File: src/rtl/instr_sequencer_pkg.sv
// Shared definitions for the instruction sequencer: FSM encoding, long-instruction flag index
// and the interrupt vector table layout shared with the assembler.
package instr_sequencer_pkg;

  typedef enum logic [2:0] {
    SEQ_IDLE,
    SEQ_FETCH,
    SEQ_WAIT_MEM,
    SEQ_ISSUE,
    SEQ_EXEC
  } seq_state_e;

  localparam int unsigned DEF_WIDTH           = 32;
  localparam int unsigned DEF_INT_BASE        = 32'h0000_0010;
  localparam int unsigned DEF_INT_STRIDE_LOG2 = 1;

  // Top bit of the instruction word marks a long instruction.
  function automatic int unsigned long_bit(input int unsigned width);
    return width - 1;
  endfunction

endpackage

File: src/rtl/instr_sequencer.sv
// Fetch/issue controller: owns the PC, fetches words over a req/valid handshake and issues
// each word to the decoder as one long instruction or two short halves (high half first).
module instr_sequencer
  import instr_sequencer_pkg::*;
#(
  parameter int unsigned           WIDTH           = DEF_WIDTH,
  parameter int unsigned           ADDR_WIDTH      = 16,
  parameter logic [ADDR_WIDTH-1:0] RESET_VECTOR    = '0,
  parameter int unsigned           INT_NUM         = 3,
  parameter logic [ADDR_WIDTH-1:0] INT_BASE        = ADDR_WIDTH'(DEF_INT_BASE),
  parameter int unsigned           INT_STRIDE_LOG2 = DEF_INT_STRIDE_LOG2
) (
  input  logic                  clk,
  input  logic                  reset,
  input  logic                  run,
  output logic                  mem_rd_req,
  output logic [ADDR_WIDTH-1:0] mem_addr,
  input  logic [WIDTH-1:0]      mem_rd_data,
  input  logic                  mem_rd_valid,
  output logic [WIDTH-1:0]      long_instr,
  output logic                  instr_choose,
  output logic                  dec_en,
  input  logic                  exec_busy,
  input  logic                  jump_taken,
  input  logic [ADDR_WIDTH-1:0] jump_addr,
  input  logic                  int_req,
  input  logic [INT_NUM-1:0]    int_num,
  output logic [ADDR_WIDTH-1:0] ret_addr,
  output logic [ADDR_WIDTH-1:0] pc
);

  localparam int unsigned LongBit = long_bit(WIDTH);

  seq_state_e            state_q, state_d;
  logic [ADDR_WIDTH-1:0] pc_q, pc_d;
  logic [ADDR_WIDTH-1:0] ret_q, ret_d;
  logic [WIDTH-1:0]      instr_q, instr_d;
  logic                  choose_q, choose_d;

  logic [ADDR_WIDTH-1:0] pc_inc, vec_addr, pc_next;
  logic                  low_pending;

  assign low_pending = !instr_q[LongBit] && !choose_q;

  // Next-PC mux: interrupt vector beats jump target beats sequential increment.
  always_comb begin
    pc_inc   = pc_q + ADDR_WIDTH'(1);
    vec_addr = INT_BASE + (ADDR_WIDTH'(int_num) << INT_STRIDE_LOG2);
    if (int_req) begin
      pc_next = vec_addr;
    end else if (jump_taken) begin
      pc_next = jump_addr;
    end else begin
      pc_next = pc_inc;
    end
  end

  always_ff @(posedge clk or posedge reset) begin
    if (reset) begin
      state_q  <= SEQ_IDLE;
      pc_q     <= RESET_VECTOR;
      ret_q    <= '0;
      instr_q  <= '0;
      choose_q <= 1'b0;
    end else begin
      state_q  <= state_d;
      pc_q     <= pc_d;
      ret_q    <= ret_d;
      instr_q  <= instr_d;
      choose_q <= choose_d;
    end
  end

  always_comb begin
    state_d  = state_q;
    pc_d     = pc_q;
    ret_d    = ret_q;
    instr_d  = instr_q;
    choose_d = choose_q;
    unique case (state_q)
      SEQ_IDLE: begin
        if (run) state_d = SEQ_FETCH;
      end
      SEQ_FETCH: begin
        state_d = SEQ_WAIT_MEM;
      end
      SEQ_WAIT_MEM: begin
        if (mem_rd_valid) begin
          instr_d  = mem_rd_data;
          choose_d = 1'b0;
          state_d  = SEQ_ISSUE;
        end
      end
      SEQ_ISSUE: begin
        state_d = SEQ_EXEC;
      end
      SEQ_EXEC: begin
        if (!exec_busy) begin
          // Redirects drop any pending low half; otherwise the low half issues without refetch.
          if (int_req || jump_taken || !low_pending) begin
            pc_d    = pc_next;
            state_d = run ? SEQ_FETCH : SEQ_IDLE;
            if (int_req) ret_d = pc_inc;
          end else begin
            choose_d = 1'b1;
            state_d  = SEQ_ISSUE;
          end
        end
      end
      default: begin
        state_d = SEQ_IDLE;
      end
    endcase
  end

  always_comb begin
    mem_rd_req   = (state_q == SEQ_FETCH) || (state_q == SEQ_WAIT_MEM);
    dec_en       = (state_q == SEQ_ISSUE);
    mem_addr     = pc_q;
    pc           = pc_q;
    ret_addr     = ret_q;
    long_instr   = instr_q;
    instr_choose = choose_q;
  end

endmodule

File: config.mk
export PLATFORM = sky130hd
export DESIGN_NAME = instr_sequencer
export DESIGN_NICKNAME = d
export VERILOG_FILES = /design/src/rtl/instr_sequencer_pkg.sv /design/src/rtl/instr_sequencer.sv
export SDC_FILE = /design/constraint.sdc
export NUM_CORES = 1
export LEC_CHECK = 0
export BUFFER_PORTS_ARGS = -buffer_cell sky130_fd_sc_hd__buf_2
export CAP_MARGIN = 40
export CORE_MARGIN = 3
export CORE_UTILIZATION = 43
export CTS_BUF_LIST = sky130_fd_sc_hd__clkbuf_16
export DETAILED_ROUTE_END_ITERATION = 10
export GPL_ROUTABILITY_DRIVEN = 0
export PLACE_DENSITY = 0.76
export SYNTH_ARGS = -nofsm -noshare
export SYNTH_HDL_FRONTEND = slang
export SYNTH_SLANG_ARGS = --single-unit
export TNS_END_PERCENT = 20
File: constraint.sdc
create_clock -name clk -period 1.9 [get_ports clk]
set_input_delay 0.38 -clock clk [delete_from_list [all_inputs] [get_ports clk]]
set_output_delay 0.38 -clock clk [all_outputs]
set_load 0.1 [all_outputs]
## Word-level counts from Yosys, hierarchy flattened

Index checks and enable logic that the tools add are counted.

| word-level totals | value |
|---|---|
| word-level logic and storage cells | 42 |
| register bits after elaboration | 68 |

| operators by class | value |
|---|---|
| add/subtract/negate cells | 2 |
| bitwise operators | 1 |
| reductions and logical operators | 14 |
| mux-type cells | 12 |
| equal/unequal tests | 8 |

Operators with widths:

| cell | number |
|---|---|
| $mux W16 | 2 |
| $add A16 B1 Y16 const B | 1 |
| $pmux W3 S5 | 1 |
| $mux W3 | 3 |
| $ne A2 B2 Y1 const B | 4 |
| $reduce_and A4 Y1 | 2 |
| $add A5 B4 Y6 const A | 1 |
| $eq A3 B2 Y1 const B | 2 |
| $reduce_and A3 Y1 | 2 |
| $mux W1 | 4 |
| $eq A3 B1 Y1 const B | 1 |
| $eq A3 B3 Y1 const B | 1 |
| $logic_not A1 Y1 | 3 |
| $logic_not A3 Y1 | 1 |
| $logic_or A1 B1 Y1 | 3 |
| $mux W2 | 1 |
| $pmux W1 S2 | 1 |
| $reduce_and A2 Y1 | 1 |
| $reduce_bool A2 Y1 | 1 |
| $logic_and A1 B1 Y1 | 1 |
| $not A1 Y1 | 1 |

## Logic depth before layout (Yosys ltp)

Gate-level depths: netlist of the first run.

| logic depth | value |
|---|---|
| depth after elaboration | 7 |
| mapped depth | 7 |
| gate-level depth less buffers | 5 |

## Worst setup path before layout of the first run

Ideal clock, no wire load.

| timing path | value |
|---|---|
| kind | reg2reg |
| start | register pc_q[0], in the netlist mem_addr[0] |
| end | register pc_q[12], in the netlist mem_addr[12] |
| path slack | -610 ps |
| path buffers | 0 |
| stages on the path, launching flop included | 6 |
| data required time | 1815 ps |
| setup time | 85 ps |
| period minus slack after synthesis | 2510 ps |
| data arrival time | 2425 ps |
| cells stage by stage | dfrtp_1 ha_1 nand3_4 or4_4 o31a_1 o22ai_1 |

| on the way | value |
|---|---|
| word-level cells in the longest chain between the ends | 3 |

RTL lines:

| element | RTL line | source |
|---|---|---|
| start: declaration | instr_sequencer.sv:35 | `logic [ADDR_WIDTH-1:0] pc_q, pc_d;` |
| start signal: assignment | instr_sequencer.sv:67 | `pc_q <= pc_d;` |
| $add A16 B1 Y16 | instr_sequencer.sv:47 | `pc_inc = pc_q + ADDR_WIDTH'(1);` |
| $mux W16 | instr_sequencer.sv:51 | `end else if (jump_taken) begin` |
| $mux W16 | instr_sequencer.sv:49 | `if (int_req) begin` |

Every way passes these cells.
A chain may end at the register's enable or synchronous reset.

## Worst setup path in the final report of the first run

| timing path | value |
|---|---|
| start | register state_q[1] |
| end | output port mem_rd_req |

| on the way | value |
|---|---|
| word-level cells in the longest chain between the ends | 2 |
| elaborated cells between the ends (all ways) | 3 |

RTL lines:

| element | RTL line | source |
|---|---|---|
| start: declaration | instr_sequencer.sv:34 | `seq_state_e state_q, state_d;` |
| start signal: assignment | instr_sequencer.sv:66 | `state_q <= state_d;` |
| $eq A3 B1 Y1 / $eq A3 B2 Y1 (equally long branches) | instr_sequencer.sv:117 | `mem_rd_req = (state_q == SEQ_FETCH) \|\| (state_q == SEQ_WAIT_MEM);` |
| $logic_or A1 B1 Y1 * | instr_sequencer.sv:117 |  |
| end: declaration | instr_sequencer.sv:16 | `output logic mem_rd_req,` |

Every way passes the cells marked *; elsewhere a longest branch is shown, timed or not.

==> results of run 1 <==
## worst paths after layout
| check | startpoint | to | slack (ns) | depth (start not counted) |
|---|---|---|---|---|
| setup / recovery | state_q[1] | mem_rd_req | 0.1 | 4 |
| hold / removal | reset | long_instr[16] | 0.07 | 2 |
| setup reg to reg | mem_addr[1] | mem_addr[12] | 0.14 | 5 |
| hold reg to reg | ret_addr[9] | ret_addr[9] | 0.48 | 2 |
| max in group asynchronous | reset | mem_addr[6] | 1.18 | 3 |
| min in group clk | mem_rd_data[4] | long_instr[4] | 0.29 | 2 |
## state kept, by name, indices dropped and copies added (netlist names)
signal,count
long_instr,32
ret_addr,16
instr_choose,1
mem_addr,16
state_q,3
## timing repair
item | in CTS | in global routing
resized for setup | 1 | 0
hold buffers | 0 | 0
setup endpoints to repair | 1 | 0
## cell usage in the layout, fill, tap and decap left out, types with 4 or more instances in the layout
cell type and n:
sky130_fd_sc_hd__a21oi_1 12, sky130_fd_sc_hd__a22oi_1 6, sky130_fd_sc_hd__buf_2 138, sky130_fd_sc_hd__buf_4 12, sky130_fd_sc_hd__clkbuf_16 9, sky130_fd_sc_hd__dfrtp_1 56, sky130_fd_sc_hd__dfrtp_2 12, sky130_fd_sc_hd__mux2_2 33
sky130_fd_sc_hd__nand2_1 26, sky130_fd_sc_hd__nand3_1 5, sky130_fd_sc_hd__nor2_1 18, sky130_fd_sc_hd__nor4_2 4, sky130_fd_sc_hd__o21ai_0 24, sky130_fd_sc_hd__o21ai_1 5, sky130_fd_sc_hd__o2bb2ai_1 7, sky130_fd_sc_hd__xnor2_1 12
## per-layer routing
metal / vias up / global-route usage
met1: 1380 / 0.253
met4: 0 / 0.0806
met3: 13 / 0.0288
met5: - / 0
met2: 97 / 0.328
li1: 1325 / -
## metrics by stage
step / utilization / area (sq um) / setup slack [ns] / hold WS, ns
global route: 0.599 / 4420 / 0.0405 / 0.113
floorplan: - / 3370 / -0.341 / 0.532
global placement: 0.561 / 4130 / 0.210 / 0.420
finish: 0.599 / 4420 / 0.0955 / 0.0734
CTS: 0.599 / 4420 / 0.0794 / 0.0890
detailed placement: 0.561 / 4130 / 0.164 / 0.431
## critical path, delay by kind of cell, from the launching register on
family | cells | cell delay, ns
xor gates and xnor gates | 1 | 0.14
buffers and inverters | 2 | 0.38
DFF | 1 | 0.40
and+or+nand+nor | 1 | 0.19
## kinds of logic (layout without fill, tap and decap cells)
group                    Yosys count  in the layout  synth area share
multiplexers                      35             35             0.118
XOR/XNOR                          15             15            0.0395
AO/OA/AOI/OAI                     68             68             0.127
adder cells (fa/ha/maj)            1              1           0.00376
buffers and inverters             40            172            0.0669
flip-flops                        68             68             0.511
AND/OR/NAND/NOR                   78             78             0.133
## layout make-up
cell class | instances | area, sq um | share of cell area
multi-input cells | 197 | 1440 | 0.326
clock buffers | 9 | 225 | 0.0510
well taps | 99 | 124 | 0.0280
clock inverters | 6 | 56.3 | 0.0127
repair buffers | 153 | 841 | 0.190
flip-flops and latches | 68 | 1720 | 0.389
inverters | 4 | 15.0 | 0.00340
==> metrics.txt, run 1 <==
# TYPE chip_impl_metric gauge
chip_impl_metric{name="crit_path_max_fanout",unit=""} 8
chip_impl_metric{name="clkSinkCount",unit=""} 68
chip_impl_metric{name="synth.avg_cell_area",unit="sq um"} 10.9
chip_impl_metric{name="grt_start_max_net_pins",unit=""} 48
chip_impl_metric{name="route.met2.wl",unit="um"} 4340
chip_impl_info{name="timing.critical_path.to_type",value="output pin"} 1
chip_impl_metric{name="ffs_w_async_s_r_synth",unit=""} 1.00
chip_impl_metric{name="count_of_flip_flops_with_a_built_in_enable_after_synthesis",unit=""} 0
chip_impl_info{name="outcome",value="finished, final reports clean"} 1
chip_impl_metric{name="synth.net_count",unit=""} 364
chip_impl_info{name="grt_setup_unrepaired",value="false"} 1
chip_impl_metric{name="first_drt_pass_iteration_count",unit=""} 4
chip_impl_metric{name="routed_wirelength",unit="um"} 8400
chip_impl_info{name="worstSetupStartpointType",value="flip-flop"} 1
chip_impl_metric{name="timing_worst_slew_pin_value",unit="ns"} 0.520
chip_impl_metric{name="chipHeight",unit="um"} 94.0
chip_impl_metric{name="max_stage_delay",unit="ns"} 0.40
chip_impl_metric{name="globalRoute.totalOverflow",unit=""} 0
chip_impl_metric{name="fillers",unit=""} 655
chip_impl_metric{name="drt-initial-drc-count",unit=""} 155
chip_impl_metric{name="starting_density",unit=""} 0.452
chip_impl_metric{name="cts_made_buffers",unit=""} 9
chip_impl_metric{name="final_cell_count_no_fill",unit=""} 536
chip_impl_metric{name="max-slew-margin-rel",unit=""} 0.656
chip_impl_info{name="hold_path_class",value="in2async"} 1
chip_impl_metric{name="h-tree-depth",unit=""} 3
chip_impl_metric{name="vias",unit=""} 2815
chip_impl_metric{name="detail_route.vias_per_cell",unit=""} 5.25
chip_impl_metric{name="overall_fraction_of_global_route_tracks_in_use",unit=""} 0.196
chip_impl_metric{name="seq_area_frac_synth",unit=""} 0.511
chip_impl_info{name="cts_tree",value="done"} 1
chip_impl_metric{name="hold_violations",unit=""} 0
chip_impl_metric{name="tns",unit="ns"} 0
chip_impl_info{name="cell_accounting_for_the_most_synthesized_area",value="sky130_fd_sc_hd__dfrtp_1"} 1
chip_impl_metric{name="grt_pass1_wl",unit="um"} 13500
chip_impl_metric{name="period_minus_slack",unit="ns"} 1.80
chip_impl_info{name="synthMostInstantiatedCell",value="sky130_fd_sc_hd__dfrtp_1"} 1
chip_impl_metric{name="antenna-diode-count",unit=""} 0
chip_impl_metric{name="die-area",unit="sq um"} 8830
chip_impl_metric{name="hpwlAfterDp",unit="um"} 6280
chip_impl_info{name="ys_dominant_reg_cell",value="sky130_fd_sc_hd__dfrtp_1"} 1
chip_impl_metric{name="dp.cells",unit=""} 521
chip_impl_metric{name="wl_met1",unit="um"} 3380
chip_impl_metric{name="yosys_warns",unit=""} 0
chip_impl_metric{name="clock_insertion_delay_worst_skew",unit="ns"} 0.32
chip_impl_metric{name="ys_types",unit=""} 50
chip_impl_metric{name="max_freq",unit="GHz"} 0.554
chip_impl_metric{name="finish.net_count",unit=""} 492
chip_impl_metric{name="floorplan.die.width",unit="um"} 94.0
chip_impl_info{name="cts_root_buf",value="sky130_fd_sc_hd__clkbuf_16"} 1
chip_impl_metric{name="antenna_found_initial",unit=""} 0
chip_impl_metric{name="cts_setup_buffers",unit=""} 0
chip_impl_metric{name="synth_top_cell_area_share",unit=""} 0.511
chip_impl_metric{name="finalSetupViolations",unit=""} 0
chip_impl_metric{name="dr_wl_met3",unit="um"} 506
chip_impl_metric{name="syn-cell-area",unit="sq um"} 3330
chip_impl_metric{name="layout-drive-gt1-share",unit=""} 0.526
chip_impl_info{name="timing_worst_setup_path_type",value="reg2out"} 1
chip_impl_metric{name="worst-endpoint-required",unit="ns"} 1.52
chip_impl_metric{name="final_worst_path_cycle_share",unit=""} 0.950
chip_impl_info{name="cp_cell_sequence",value="buf_4 -> xnor2_1 -> nor2_2 -> buf_12"} 1
chip_impl_info{name="synthTopCellsByArea",value="sky130_fd_sc_hd__dfrtp_1, sky130_fd_sc_hd__mux2_2, sky130_fd_sc_hd__o21ai_0"} 1
chip_impl_metric{name="floorplan.rows",unit=""} 31
chip_impl_metric{name="ant_nets",unit=""} 0
chip_impl_info{name="dr.max_layer_used",value="met4"} 1
chip_impl_metric{name="io_buffers",unit=""} 140
chip_impl_metric{name="coreArea",unit="sq um"} 7370
chip_impl_metric{name="post-route-drc-count",unit=""} 0
chip_impl_metric{name="syn_to_final_growth",unit="%"} 32.7
chip_impl_metric{name="top_level_port_count",unit=""} 141
chip_impl_metric{name="max_cap_viol_count",unit=""} 0
chip_impl_metric{name="critical_path_arrival",unit="ns"} 1.42
chip_impl_info{name="cpMaxStageDelayCell",value="sky130_fd_sc_hd__dfrtp_1"} 1
chip_impl_info{name="synth_top_cells_by_count",value="sky130_fd_sc_hd__dfrtp_1, sky130_fd_sc_hd__mux2_2, sky130_fd_sc_hd__nand2_1"} 1
chip_impl_metric{name="timing.clock.skew",unit="ns"} 0.00773
chip_impl_metric{name="cts_max_path_buffers",unit=""} 2
chip_impl_metric{name="clk_transition_reported_paths",unit="ns"} 0.06
chip_impl_metric{name="wl_per_cell",unit="um"} 15.7
chip_impl_metric{name="final-max-slew-violation-count",unit=""} 0
chip_impl_metric{name="netlist_instances",unit=""} 305
chip_impl_metric{name="vias_in_the_first_global_route",unit=""} 2703
chip_impl_metric{name="ys_seq_elements",unit=""} 68
Power of run 1 is left out: the tool's default activity adds up to more than one toggle a clock period on the data nets, which glitch-free logic cannot reach.
==> run 2: changes to the inputs <==
--- a/config.mk
+++ b/config.mk
@@ -13,6 +13,8 @@
 export DETAILED_ROUTE_END_ITERATION = 10
 export GPL_ROUTABILITY_DRIVEN = 0
 export PLACE_DENSITY = 0.76
+export SETUP_SLACK_MARGIN = 0.1
+export SLEW_MARGIN = 20
 export SYNTH_ARGS = -nofsm -noshare
 export SYNTH_HDL_FRONTEND = slang
 export SYNTH_SLANG_ARGS = --single-unit
==> run 2 against run 1 <==
Effect of this change: count of clock-buffer cells in the layout is the same; routed wire length is 2.8% higher; sequential share of layout area barely moved; utilization up 0.76 points; first-iteration DRC count down 36%; largest cell class unchanged; highest routed layer unchanged.
==> metrics.txt, run 2 (same netlist as run 1, synthesis figures left out) <==
# TYPE chip_impl_metric gauge
chip_impl_info{name="outcome",value="finished, final reports clean"} 1
chip_impl_metric{name="max-slew-margin-rel",unit=""} 0.662
chip_impl_metric{name="drt-initial-drc-count",unit=""} 99
chip_impl_metric{name="hold_violations",unit=""} 0
chip_impl_metric{name="clock_insertion_delay_worst_skew",unit="ns"} 0.32
chip_impl_metric{name="ant_nets",unit=""} 0
chip_impl_metric{name="max_cap_viol_count",unit=""} 0
chip_impl_metric{name="finalSetupViolations",unit=""} 0
chip_impl_info{name="grt_setup_unrepaired",value="true"} 1
chip_impl_metric{name="globalRoute.totalOverflow",unit=""} 0
chip_impl_metric{name="grt_pass1_wl",unit="um"} 14100
chip_impl_info{name="r2r_end",value="mem_addr[12]"} 1
chip_impl_info{name="rr_startpoint",value="mem_addr[0]"} 1
chip_impl_metric{name="routed_wirelength",unit="um"} 8630
chip_impl_metric{name="cts_max_path_buffers",unit=""} 2
chip_impl_metric{name="postLayoutSetupSlackWorst",unit="ns"} 0.138
chip_impl_metric{name="detailedPlace.worstSlack",unit="ns"} 0.151
chip_impl_metric{name="wl_per_cell",unit="um"} 16.1
chip_impl_metric{name="clk_transition_reported_paths",unit="ns"} 0.06
chip_impl_metric{name="grt_start_max_net_pins",unit=""} 38
chip_impl_info{name="cpMaxStageDelayCell",value="sky130_fd_sc_hd__or4_4"} 1
chip_impl_metric{name="worst-endpoint-required",unit="ns"} 2.15
chip_impl_metric{name="hpwlAfterDp",unit="um"} 6460
chip_impl_metric{name="critical_path_arrival",unit="ns"} 2.01
chip_impl_info{name="hold_path_class",value="in2async"} 1
chip_impl_metric{name="post_layout_utilization_of_the_core",unit=""} 0.607
chip_impl_metric{name="die-area",unit="sq um"} 8830
chip_impl_metric{name="floorplan.die.width",unit="um"} 94.0
chip_impl_metric{name="vias_in_the_first_global_route",unit=""} 2763
chip_impl_metric{name="final_worst_path_cycle_share",unit=""} 0.927
chip_impl_metric{name="crit_path_max_fanout",unit=""} 9
chip_impl_info{name="worstSetupStartpointType",value="flip-flop"} 1
chip_impl_metric{name="post-route-drc-count",unit=""} 0
chip_impl_metric{name="max_stage_delay",unit="ns"} 0.55
chip_impl_info{name="cts_root_buf",value="sky130_fd_sc_hd__clkbuf_16"} 1
chip_impl_metric{name="holdWs",unit="ns"} 0.157
chip_impl_metric{name="cts_made_buffers",unit=""} 9
chip_impl_info{name="cp_cell_sequence",value="ha_4 -> nand3_4 -> or4_4 -> o31a_1 -> o22ai_1"} 1
chip_impl_metric{name="cts_setup_buffers",unit=""} 0
chip_impl_info{name="mostFrequentLayoutCells",value="sky130_fd_sc_hd__buf_2, sky130_fd_sc_hd__dfrtp_1, sky130_fd_sc_hd__mux2_2"} 1
chip_impl_metric{name="clkSinkCount",unit=""} 68
chip_impl_metric{name="first_drt_pass_iteration_count",unit=""} 4
chip_impl_metric{name="floorplan.rows",unit=""} 31
chip_impl_info{name="cts_tree",value="done"} 1
chip_impl_metric{name="fillers",unit=""} 652
chip_impl_metric{name="top_level_port_count",unit=""} 141
chip_impl_metric{name="starting_density",unit=""} 0.452
chip_impl_metric{name="layout-drive-gt1-share",unit=""} 0.538
chip_impl_metric{name="coreArea",unit="sq um"} 7370
chip_impl_metric{name="io_buffers",unit=""} 140
chip_impl_metric{name="detail_route.vias_per_cell",unit=""} 5.08
chip_impl_metric{name="timing.clock.skew",unit="ns"} 0.00862
chip_impl_metric{name="max_freq",unit="GHz"} 0.568
chip_impl_metric{name="antenna-diode-count",unit=""} 0
chip_impl_metric{name="h-tree-depth",unit=""} 3
chip_impl_metric{name="vias",unit=""} 2721
chip_impl_metric{name="final-max-slew-violation-count",unit=""} 0
chip_impl_metric{name="period_minus_slack",unit="ns"} 1.76
chip_impl_metric{name="r2r_cells",unit=""} 5
chip_impl_metric{name="largest_reg_flops",unit=""} 32
chip_impl_metric{name="ff_latch_area",unit="sq um"} 1740
chip_impl_info{name="final_common_cell",value="sky130_fd_sc_hd__buf_2"} 1
chip_impl_metric{name="timing_worst_slew_pin_value",unit="ns"} 0.510
chip_impl_metric{name="tns",unit="ns"} 0
chip_impl_metric{name="antenna_found_initial",unit=""} 0
chip_impl_metric{name="syn_to_final_growth",unit="%"} 34.4
chip_impl_metric{name="regToRegSetupSlack",unit="ns"} 0.14
chip_impl_metric{name="multiInputGateArea",unit="sq um"} 1450
chip_impl_metric{name="finish.net_count",unit=""} 492
chip_impl_info{name="timing_worst_setup_path_type",value="reg2reg"} 1
chip_impl_info{name="timing.critical_path.to_type",value="flip-flop"} 1
chip_impl_metric{name="overall_fraction_of_global_route_tracks_in_use",unit=""} 0.205
chip_impl_metric{name="chipHeight",unit="um"} 94.0
run 2: changes by cell type in the layout (fill, tap and decap cells not counted), moves of 2 or more:
| cell | previous run | this run |
|---|---|---|
| sky130_fd_sc_hd__clkinv_2 | 3 | 1 |
| sky130_fd_sc_hd__clkinvlp_4 | 1 | 3 |
| sky130_fd_sc_hd__dfrtp_1 | 56 | 52 |
| sky130_fd_sc_hd__dfrtp_2 | 12 | 9 |
| sky130_fd_sc_hd__dfrtp_4 | 0 | 7 |
run 2: area by class of cell:
cell class / instances / share of cell area
sequential: 68 / 0.389
multi-input combinational: 197 / 0.323
timing repair buffer: 153 / 0.186
clock buffer: 9 / 0.0503
tap: 99 / 0.0277
clock inverter: 6 / 0.0199
inverter: 4 / 0.00419
run 2: worst max-delay path: cells and delay by family (launching register included):
family | cells | cell delay (ns)
flops | 1 | 0.48
simple gates | 2 | 0.65
compound gates | 2 | 0.39
fa+ha+maj | 1 | 0.18
run 2: repair_timing:
item,CTS,global route
pin swaps,0,0
endpoints found under the setup margin,1,3
resized for setup,2,2
hold buffers,0,0
gates cloned,0,0
run 2: per-stage QoR:
stage	cells	cell area [sq um]
global route	536	4470
CTS	536	4460
floorplan	305	3400
detailed placement	521	4150
finish	536	4470
global placement	521	4150
run 2: layer usage:
metal / vias to the layer above / global-route usage / routed length [um]
met1: 1313 / 0.262 / 3550
met2: 79 / 0.355 / 4580
met4: 0 / 0.0542 / 72
met3: 5 / 0.0417 / 425
met5: - / 0 / 0
li1: 1324 / - / -
run 2: worst max path at each step:
stage                         to  cells past startpoint  slack (ns)        start
detailed placement  mem_addr[12]                      5        0.15  mem_addr[0]
global route        mem_addr[12]                      5        0.08  mem_addr[0]
CTS                   mem_rd_req                      4        0.11   state_q[1]
global placement    mem_addr[12]                      5        0.20  mem_addr[0]
floorplan           mem_addr[12]                      5       -0.04  mem_addr[0]
finish              mem_addr[12]                      5        0.14  mem_addr[0]
Power of run 2 is left out for the same reason.
==> run 3: changes to the inputs <==
--- a/config.mk
+++ b/config.mk
@@ -12,8 +12,9 @@
 export CTS_BUF_LIST = sky130_fd_sc_hd__clkbuf_16
 export DETAILED_ROUTE_END_ITERATION = 10
 export GPL_ROUTABILITY_DRIVEN = 0
-export PLACE_DENSITY = 0.76
+export PLACE_DENSITY_LB_ADDON = 0.1
 export SETUP_SLACK_MARGIN = 0.1
+export SKIP_LAST_GASP = 1
 export SLEW_MARGIN = 20
 export SYNTH_ARGS = -nofsm -noshare
 export SYNTH_HDL_FRONTEND = slang
==> run 3 against run 2 <==
Effect of this change: via count increased by 0.85%; routed wire length decreased by 5.5%; count of clock-buffer cells in the layout unchanged; first-iteration DRC count increased by 8.1%; fmax decreased by 0.78%; critical path depth decreased by 2.
==> metrics.txt, run 3 (same netlist as run 1, synthesis figures left out) <==
# TYPE chip_impl_metric gauge
chip_impl_metric{name="floorplan.die.width",unit="um"} 94.0
chip_impl_metric{name="final_worst_path_cycle_share",unit=""} 0.935
chip_impl_metric{name="tns",unit="ns"} 0
chip_impl_metric{name="holdWs",unit="ns"} 0.155
chip_impl_metric{name="antenna_found_initial",unit=""} 0
chip_impl_metric{name="grt_pass1_wl",unit="um"} 13100
chip_impl_metric{name="worst-endpoint-required",unit="ns"} 1.52
chip_impl_metric{name="clk_transition_reported_paths",unit="ns"} 0.06
chip_impl_info{name="timing_worst_setup_path_type",value="reg2out"} 1
chip_impl_metric{name="timing_worst_slew_pin_value",unit="ns"} 0.513
chip_impl_metric{name="vias_in_the_first_global_route",unit=""} 2749
chip_impl_info{name="cts_tree",value="done"} 1
chip_impl_metric{name="ant_nets",unit=""} 0
chip_impl_metric{name="coreArea",unit="sq um"} 7370
chip_impl_metric{name="first_drt_pass_iteration_count",unit=""} 4
chip_impl_metric{name="period_minus_slack",unit="ns"} 1.78
chip_impl_metric{name="io_buffers",unit=""} 140
chip_impl_metric{name="vias",unit=""} 2744
chip_impl_metric{name="largest_reg_flops",unit=""} 32
chip_impl_metric{name="max_cap_viol_count",unit=""} 0
chip_impl_metric{name="layout-drive-gt1-share",unit=""} 0.542
chip_impl_info{name="timing.critical_path.to_type",value="output pin"} 1
chip_impl_metric{name="post_layout_utilization_of_the_core",unit=""} 0.616
chip_impl_metric{name="critical_path_arrival",unit="ns"} 1.40
chip_impl_metric{name="hpwlAfterDp",unit="um"} 6000
chip_impl_info{name="grt_most_used_layer",value="met2"} 1
chip_impl_metric{name="overall_fraction_of_global_route_tracks_in_use",unit=""} 0.190
chip_impl_info{name="hold_path_class",value="in2async"} 1
chip_impl_info{name="cts_root_buf",value="sky130_fd_sc_hd__clkbuf_16"} 1
chip_impl_metric{name="max-slew-margin-rel",unit=""} 0.660
chip_impl_metric{name="max_freq",unit="GHz"} 0.563
chip_impl_metric{name="grt_util_met1",unit=""} 0.248
chip_impl_metric{name="floorplan.rows",unit=""} 31
chip_impl_metric{name="grt_start_max_net_pins",unit=""} 69
chip_impl_metric{name="detail_route.vias_per_cell",unit=""} 5.06
chip_impl_metric{name="cts_made_buffers",unit=""} 9
chip_impl_metric{name="dp.cells",unit=""} 524
chip_impl_info{name="grt_setup_unrepaired",value="true"} 1
chip_impl_metric{name="starting_density",unit=""} 0.452
chip_impl_metric{name="post-route-drc-count",unit=""} 0
chip_impl_metric{name="crit_path_max_fanout",unit=""} 7
chip_impl_metric{name="number_of_hold_buffers_added_after_cts",unit=""} 0
chip_impl_metric{name="clkSinkCount",unit=""} 68
chip_impl_metric{name="h-tree-depth",unit=""} 3
chip_impl_metric{name="groute.layer.met3.usage",unit=""} 0.0465
chip_impl_info{name="worstSetupStartpointType",value="flip-flop"} 1
chip_impl_metric{name="cts_max_path_buffers",unit=""} 2
chip_impl_metric{name="final-max-slew-violation-count",unit=""} 0
chip_impl_metric{name="chipHeight",unit="um"} 94.0
chip_impl_metric{name="syn_to_final_growth",unit="%"} 36.4
chip_impl_metric{name="wl_per_cell",unit="um"} 15.0
chip_impl_info{name="outcome",value="finished, final reports clean"} 1
chip_impl_metric{name="antenna-diode-count",unit=""} 0
chip_impl_metric{name="finish.net_count",unit=""} 497
chip_impl_metric{name="globalRouteMet2Util",unit=""} 0.302
chip_impl_metric{name="routed_wirelength",unit="um"} 8160
chip_impl_info{name="mostFrequentLayoutCells",value="sky130_fd_sc_hd__buf_2, sky130_fd_sc_hd__dfrtp_1, sky130_fd_sc_hd__mux2_2"} 1
chip_impl_metric{name="timing.clock.skew",unit="ns"} 0.00739
chip_impl_metric{name="fillers",unit=""} 666
chip_impl_metric{name="hold_violations",unit=""} 0
chip_impl_metric{name="die-area",unit="sq um"} 8830
chip_impl_metric{name="globalRoute.totalOverflow",unit=""} 0
chip_impl_metric{name="drt-initial-drc-count",unit=""} 107
chip_impl_metric{name="finalSetupViolations",unit=""} 0
chip_impl_metric{name="top_level_port_count",unit=""} 141
chip_impl_info{name="final_common_cell",value="sky130_fd_sc_hd__buf_2"} 1
chip_impl_metric{name="clock_insertion_delay_worst_skew",unit="ns"} 0.32
chip_impl_metric{name="final_cell_count_no_fill",unit=""} 542
[run 3: metal layers]
layer  routed length [um]  vias to the layer above
li1                     -                     1328
met1                 3610                     1311
met2                 3860                       93
met3                  544                       12
met4                  142                        0
met5                    0                        -
[run 3: final cells by class]
type,count,area [sq um],share of cell area
Clock buffer,9,225,0.0496
Clock inverter,7,91.3,0.0201
Inverter,4,18.8,0.00414
Multi-Input combinational cell,197,1450,0.320
Sequential cell,68,1740,0.383
Tap cell,99,124,0.0273
Timing Repair Buffer,158,891,0.196
[run 3: repair_timing]
item,4_1_cts,5_1_grt
endpoints found under the setup margin,1,5
resized for setup,1,2
setup buffers,0,2
[run 3: final timing paths]
kind,from,cells past startpoint,slack [ns],end
hold / removal,reset,3,0.15,long_instr[28]
setup / recovery,state_q[2],3,0.12,dec_en
setup reg to reg,mem_addr[1],5,0.15,mem_addr[12]
max in group asynchronous,reset,3,1.42,mem_addr[1]
hold reg to reg,ret_addr[8],2,0.47,ret_addr[8]
min in group clk,mem_rd_data[26],2,0.28,long_instr[26]
[run 3: through the flow]
| stage | worst slack, ns | instance area, sq um |
|---|---|---|
| floorplan | -0.0427 | 3400 |
| global route | 0.0663 | 4540 |
| global placement | 0.192 | 4200 |
| detailed placement | 0.134 | 4200 |
| CTS | 0.114 | 4510 |
| finish | 0.124 | 4540 |
[run 3: worst max-delay path, stage by stage (launching register included)]
cell,delay (ns)
sky130_fd_sc_hd__dfrtp_1,0.42
sky130_fd_sc_hd__buf_4,0.19
sky130_fd_sc_hd__and3b_2,0.28
sky130_fd_sc_hd__buf_12,0.18
Power of run 3 is left out for the same reason.
